==> src/rtl/spi_reg_pkg.sv <==
// Shared frame layout, register map and FSM encoding for the SPI register block.
package spi_reg_pkg;

  localparam int FRAME_BITS = 16;
  localparam int CNT_MAX    = FRAME_BITS + 1;

  localparam logic [6:0] ADDR_EN_OUT_LO = 7'h00;
  localparam logic [6:0] ADDR_EN_OUT_HI = 7'h01;
  localparam logic [6:0] ADDR_EN_PWM_LO = 7'h02;
  localparam logic [6:0] ADDR_EN_PWM_HI = 7'h03;
  localparam logic [6:0] ADDR_DUTY      = 7'h04;

  typedef enum logic [1:0] {IDLE, SHIFT, COMMIT} state_t;

endpackage

==> src/rtl/sync_edge_det.sv <==
// Multi-flop synchronizer for an asynchronous pin, plus a history flop that
// turns level changes into single-cycle rise/fall pulses.
module sync_edge_det #(
  parameter int   STAGES    = 2,
  parameter logic RESET_VAL = 1'b0
) (
  input  logic clk,
  input  logic rst_n,
  input  logic d,
  output logic level,
  output logic rise,
  output logic fall
);

  logic [STAGES-1:0] sync_q;
  logic              hist_q;

  always_ff @(posedge clk or negedge rst_n) begin
    if (!rst_n) begin
      sync_q <= {STAGES{RESET_VAL}};
      hist_q <= RESET_VAL;
    end else begin
      sync_q <= {sync_q[STAGES-2:0], d};
      hist_q <= sync_q[STAGES-1];
    end
  end

  assign level = sync_q[STAGES-1];
  assign rise  = level & ~hist_q;
  assign fall  = ~level & hist_q;

endmodule

==> src/rtl/spi_reg_peripheral.sv <==
// Write-only SPI mode-0 target: deserializes 16-bit frames and commits valid
// writes into the five PWM control registers.
module spi_reg_peripheral
  import spi_reg_pkg::*;
#(
  parameter int SYNC_STAGES = 2,
  parameter int MAX_ADDR    = 4
) (
  input  logic       clk,
  input  logic       rst_n,
  input  logic       sclk,
  input  logic       copi,
  input  logic       ncs,
  output logic [7:0] en_reg_out_7_0,
  output logic [7:0] en_reg_out_15_8,
  output logic [7:0] en_reg_pwm_7_0,
  output logic [7:0] en_reg_pwm_15_8,
  output logic [7:0] pwm_duty_cycle
);

  logic sclk_rise, unused_sclk_level, unused_sclk_fall;
  logic copi_s, unused_copi_rise, unused_copi_fall;
  logic ncs_level, ncs_rise, ncs_fall;

  sync_edge_det #(.STAGES(SYNC_STAGES), .RESET_VAL(1'b0)) u_sync_sclk (
    .clk(clk), .rst_n(rst_n), .d(sclk),
    .level(unused_sclk_level), .rise(sclk_rise), .fall(unused_sclk_fall)
  );

  sync_edge_det #(.STAGES(SYNC_STAGES), .RESET_VAL(1'b0)) u_sync_copi (
    .clk(clk), .rst_n(rst_n), .d(copi),
    .level(copi_s), .rise(unused_copi_rise), .fall(unused_copi_fall)
  );

  sync_edge_det #(.STAGES(SYNC_STAGES), .RESET_VAL(1'b1)) u_sync_ncs (
    .clk(clk), .rst_n(rst_n), .d(ncs),
    .level(ncs_level), .rise(ncs_rise), .fall(ncs_fall)
  );

  // The synchronizer resets to ncs=1, so a pin already low at reset release
  // would look like a fresh falling edge. Frames are only accepted once the
  // pipeline has flushed and ncs has genuinely been seen high.
  logic [SYNC_STAGES-1:0] settle_q;
  logic                   armed_q;
  logic                   frame_start;

  always_ff @(posedge clk or negedge rst_n) begin
    if (!rst_n) begin
      settle_q <= '0;
      armed_q  <= 1'b0;
    end else begin
      settle_q <= {settle_q[SYNC_STAGES-2:0], 1'b1};
      armed_q  <= armed_q | (settle_q[SYNC_STAGES-1] & ncs_level);
    end
  end

  assign frame_start = ncs_fall & armed_q;

  state_t      state_q;
  logic [4:0]  cnt_q;
  logic [15:0] shreg_q;
  logic [6:0]  frame_addr;
  logic        frame_ok;

  assign frame_addr = shreg_q[14:8];
  assign frame_ok   = (cnt_q == 5'(FRAME_BITS)) && shreg_q[15] &&
                      (frame_addr <= 7'(MAX_ADDR));

  always_ff @(posedge clk or negedge rst_n) begin
    if (!rst_n) begin
      state_q         <= IDLE;
      cnt_q           <= '0;
      shreg_q         <= '0;
      en_reg_out_7_0  <= '0;
      en_reg_out_15_8 <= '0;
      en_reg_pwm_7_0  <= '0;
      en_reg_pwm_15_8 <= '0;
      pwm_duty_cycle  <= '0;
    end else begin
      unique case (state_q)
        IDLE: begin
          if (frame_start) begin
            state_q <= SHIFT;
            cnt_q   <= '0;
            shreg_q <= '0;
          end
        end
        // A coincident sclk edge is dropped when ncs rises.
        SHIFT: begin
          if (ncs_rise) begin
            state_q <= COMMIT;
          end else if (frame_start) begin
            cnt_q   <= '0;
            shreg_q <= '0;
          end else if (sclk_rise) begin
            shreg_q <= {shreg_q[14:0], copi_s};
            if (cnt_q != 5'(CNT_MAX)) cnt_q <= cnt_q + 5'd1;
          end
        end
        COMMIT: begin
          state_q <= IDLE;
          if (frame_ok) begin
            case (frame_addr)
              ADDR_EN_OUT_LO: en_reg_out_7_0  <= shreg_q[7:0];
              ADDR_EN_OUT_HI: en_reg_out_15_8 <= shreg_q[7:0];
              ADDR_EN_PWM_LO: en_reg_pwm_7_0  <= shreg_q[7:0];
              ADDR_EN_PWM_HI: en_reg_pwm_15_8 <= shreg_q[7:0];
              ADDR_DUTY:      pwm_duty_cycle  <= shreg_q[7:0];
              default: ;
            endcase
          end
        end
        default: state_q <= IDLE;
      endcase
    end
  end

endmodule

==> config.mk <==
export PLATFORM = sky130hd
export DESIGN_NAME = spi_reg_peripheral
export DESIGN_NICKNAME = d
export VERILOG_FILES = /design/src/rtl/spi_reg_pkg.sv /design/src/rtl/sync_edge_det.sv /design/src/rtl/spi_reg_peripheral.sv
export SDC_FILE = /design/constraint.sdc
export NUM_CORES = 1
export LEC_CHECK = 0
export ABC_AREA = 1
export BUFFER_PORTS_ARGS = -buffer_cell sky130_fd_sc_hd__buf_2
export CAP_MARGIN = 20
export CORE_MARGIN = 2
export CORE_UTILIZATION = 55
export CTS_CLUSTER_DIAMETER = 40
export DETAILED_ROUTE_END_ITERATION = 8
export GPL_TIMING_DRIVEN = 0
export PLACE_DENSITY = 0.76
export SLEW_MARGIN = 20
export SYNTH_ARGS = -nofsm -noshare
export SYNTH_HDL_FRONTEND = slang
export SYNTH_HIERARCHICAL = 1
export SYNTH_SLANG_ARGS = --single-unit
export TNS_END_PERCENT = 20
==> constraint.sdc <==
create_clock -name clk -period 2.42 [get_ports clk]
set_input_delay 0.121 -clock clk [delete_from_list [all_inputs] [get_ports clk]]
set_output_delay 0.121 -clock clk [all_outputs]
set_load 0.02 [all_outputs]
* Yosys cells after proc, flatten, opt, wreduce, memory -nomap -nowiden
Cells that the tools add are included.
** Cells by class
- Mux-type cells :: 14
- Bitwise gates (word level) :: 9
- Reductions and logical operators :: 13
- Order comparisons :: 1
- Equality and inequality tests :: 13
- $add $sub $neg :: 1
** Operators with widths (number)
- $mux W16 :: 4
- $pmux W16 S2 :: 1
- $mux W5 :: 5
- $reduce_and A3 Y1 :: 5
- $eq A7 B2 Y1 const B :: 2
- $pmux W5 S2 :: 1
- $eq A7 B1 Y1 const B :: 1
- $eq A7 B3 Y1 const B :: 1
- $le A7 B3 Y1 const B :: 1
- $logic_not A7 Y1 :: 1
- $ne A2 B2 Y1 const B :: 3
- $ne A3 B3 Y1 const B :: 2
- $add A5 B1 Y5 const B :: 1
- $and A1 B1 Y1 :: 5
- $eq A5 B5 Y1 const B :: 1
- $ne A5 B5 Y1 const B :: 1
- $reduce_and A5 Y1 :: 1
- $mux W2 :: 2
- $pmux W2 S2 :: 1
- $reduce_and A4 Y1 :: 1
- $not A1 Y1 :: 3
- $eq A2 B1 Y1 const B :: 1
- $eq A2 B2 Y1 const B :: 1
- $logic_and A1 B1 Y1 :: 2
- other kinds (4) :: 4
** Storage, ports and cells
- Flip-flop bits (word level) :: 74
- Input port bits :: 5

* Longest topological paths before layout
- Depth in word-level cells :: 6
- Gate-level depth with buffers :: 9
- Depth with buffers taken out :: 9

* By module
The synthesis kept the hierarchy.
** Modules (own cells, without submodules)
- spi_reg_peripheral :: area each 2884.0 sq um, cells each 320, instances 1
- sync_edge_det (u_sync_copi ...) :: area each 90.1 sq um, cells each 7, instances 2
- sync_edge_det (u_sync_ncs) :: area each 93.8 sq um, cells each 7, instances 1

* Worst setup path after synthesis
OpenSTA, ideal clock, no wires.
- Path type :: register to register
- Start :: register u_sync_ncs.hist_q
- End :: register cnt_q[2]
- Arrival time :: 1.459 ns
- Period minus slack after synthesis :: 1.576 ns
- Path slack :: 0.844 ns
- Stages on the path, launching flop included :: 10
- Path buffers :: 0
- Setup time :: 0.117 ns
- Data required time :: 2.303 ns
- Cell sequence :: dfstp_2 > inv_1 > nor2_1 > nand2_1 > nand2_1 > nand3_1 > nor2_2 > inv_1 > nand2_1 > nand2_1
** On the way
- Cells in the longest elaborated chain, start to end :: 5
- Elaborated cells between the ends (all ways) :: 12
- Those cells by class :: eq/ne: 4; mux: 3; bitwise: 4; reduce/logical: 1
** RTL lines
- start: declaration :: line sync_edge_det.sv:16 : logic hist_q;
- start signal: assignment :: line sync_edge_det.sv:24 : hist_q <= sync_q[STAGES-1];
- $and A1 B1 Y1 * :: line sync_edge_det.sv:30 : assign fall = ~level & hist_q;
- named net ncs_fall :: line spi_reg_peripheral.sv:23 : logic ncs_level, ncs_rise, ncs_fall;
- $and A1 B1 Y1 * :: line spi_reg_peripheral.sv:57 : assign frame_start = ncs_fall & armed_q;
- $mux W5 :: line spi_reg_peripheral.sv:92 : end else if (frame_start) begin
- $mux W5 :: line spi_reg_peripheral.sv:90 : if (ncs_rise) begin
- $pmux W5 S2 :: line spi_reg_peripheral.sv:80 : unique case (state_q)
- end signal: assignment :: line spi_reg_peripheral.sv:97 : if (cnt_q != 5'(CNT_MAX)) cnt_q <= cnt_q + 5'd1;
- end: declaration :: line spi_reg_peripheral.sv:60 : logic [4:0] cnt_q;
The timed path passes the listed nets; every way through them passes the cells marked *. The select of a mux whose other input is x is not followed.
A chain may end at the register's enable or synchronous reset.

* Worst setup path after layout
Ends and elaborated chain as after synthesis.

==> metrics.txt <==
largest net degree at the start of global routing 54; Slew headroom 59.97%; gr ovfl total 0; layout cells sized above 1 22.06%; nets@finish 402; P_leak 1.985 nW; TritonCTS clock tree built; HP Class primary input to asynchronous set/reset pin; multi-input logic area 0.001100 mm^2; CP max-delay cell dfstp_2; crit path from u_sync_ncs/hist_q$_DFF_PN1_; Longest Clk Path Bufs 2; overall power 2.571 mW; crit path cell chain inv_1 -> nor2_1 -> nand2_1 -> nand2_1 -> nand3_1 -> nor2_2 -> inv_1 -> nand2_1 -> nand2_1; max-cap violation count 0; register area 0.001856 mm^2; drt total wl 6542 um; CP bufs+invs 2; drt wl/cell 13.89 um; Root Driver clkbuf_8; synthesis-to-finish area growth 19.27%; I/O Buffers 44; Top Ports 45; fin area 0.003710 mm^2; Worst-Margin Slew 0.5971 ns; Mapped Nets 342; total number of vias 2511; gate count of the mapped netlist 334; Placed Area 0.003451 mm^2; antenna-violating nets left 0; Core Util, Final 67.79%; H-tree Lvls 3; Final Hold Fails 0; Tmin final 1.913 ns; dpl hpwl 4401 um; Post-Route Setup TNS 0 ns; ant diodes 0; Peak supply drop 0.4732 mV; Initial Utilization 56.84%; Pwr per Cell Area 693.1 mW/mm^2; via-per-instance ratio 5.331; Total Routing Usage GR 23.00%; max incr delay on CP 0.53 ns; Pins Over Slew Limit 0; Clock Sinks 74; Fillers 436; initial antenna violation count 0; status completed; Mapped Avg Cell Area 9.313 um^2; die area 0.006273 mm^2; first-pass GRT wire length 11070 um; Starting DRT DRC Count 168; Worst EP arrival 2.14 ns; Pre-Repair DR Iteration Count 4; Peak Freq 522.9 MHz; Crit Path Max Fanout 8; DRC Markers 0; Core Region 0.005473 mm^2; Critical Path Source Type flop; die height 79.20 um; Clk pin slew, worst setup/hold paths 0.08 ns; worst-skew pair later-pin latency 0.34 ns; family with the most delay on the worst path simple AND/OR/NAND/NOR gates; RSZ-0062 raised after global routing false; Synthesis Warnings 6; vias in the first global route 2351; most frequent CP cell nand2_1; placer congestion estimate 0.8486; Worst EP required 2.65 ns; post-synthesis cell area 0.003110 mm^2; die width 79.20 um; CTS Buf Count 9; critical path type flop to flop; # resized after CTS 0; Finish-stage setup viols 0; Final Cycle Share 79.03%; type of destination of the critical path flop; Hold WS 0.2118 ns; Final Skew 0.007766 ns; r2r startpoint u_sync_ncs/hist_q$_DFF_PN1_; Rows 27
[path summary, 6_finish.rpt]
check                                            endpoint  slack, ns  cells past startpoint
setup / recovery                     cnt_q[2]$_DFFE_PN0P_       0.51                      9
hold / removal             en_reg_pwm_15_8[5]$_DFFE_PN0P_       0.21                      2
setup reg to reg                     cnt_q[2]$_DFFE_PN0P_       0.51                      9
hold reg to reg                     settle_q[1]$_DFF_PN0_       0.35                      0
max in group asynchronous     u_sync_ncs/hist_q$_DFF_PN1_       1.62                      3
min in group clk                    settle_q[1]$_DFF_PN0_       0.35                      0
[cells in the final DEF (no fill, tap or decap), types with 3 or more instances in the layout]
cell / instances
nand4_1: 43
inv_1: 25
nand2_1: 117
nand3_1: 9
nor2_1: 13
dfstp_2: 3
o21ai_0: 18
ha_1: 3
dfrtp_1: 71
clkbuf_8: 10
buf_2: 53
nand3_2: 3
dlygate4sd3_1: 4
nor3_2: 4
[report_power, final]
part / internal (mW) / total [mW] / switching (mW)
clock: 0.606 / 1.06 / 0.449
sequential: 1.28 / 1.33 / 0.0485
combinational: 0.0632 / 0.190 / 0.127
[area by class of cell]
class                      instances  share of cell area, %
multi-input combinational        222                  29.65
inverter                          27                  2.732
clock inverter                     5                  2.091
clock buffer                      11                  3.811
timing repair buffer              49                  7.825
tap                               72                  2.428
sequential                        74                  50.02
buffer                            11                  1.450
[registers in the layout, summed over array words and instances (netlist names)]
register	cells
shreg_q	16
en_reg_out_15_8	8
en_reg_out_7_0	8
en_reg_pwm_15_8	8
en_reg_pwm_7_0	8
pwm_duty_cycle	8
cnt_q	5
settle_q	2
state_q	2
u_sync_copi/sync_q	2
u_sync_ncs/sync_q	2
u_sync_sclk/sync_q	2
armed_q	1
u_sync_ncs/hist_q	1
u_sync_sclk/hist_q	1
[worst register-to-register path: cells and delay by family (launching register included)]
family	cells	cell delay, ns
AND/OR/NAND/NOR	7	1.12
buffers and inverters	2	0.16
flip-flops	1	0.53
[through the flow]
stage,instances,worst slack [ns]
after floorplan,334,0.8442
after global placement,450,0.5538
after detailed placement,451,0.5118
after CTS,471,0.5232
after global routing,471,0.2913
final,471,0.5074
[metal layers]
layer | GRT usage (%) | share of wire (%) | up-vias
met5 | 0 | 0 | -
met1 | 31.49 | 47 | 1197
met3 | 5.455 | 6.1 | 8
li1 | - | - | 1223
met2 | 35.17 | 46 | 83
met4 | 10.17 | 1.2 | 0
[timing repair]
action	in CTS	in global routing
hold endpoints to repair	62	0
hold buffers	4	0
setup buffers	0	0
Note: power is estimated with default switching activity, not from simulation.
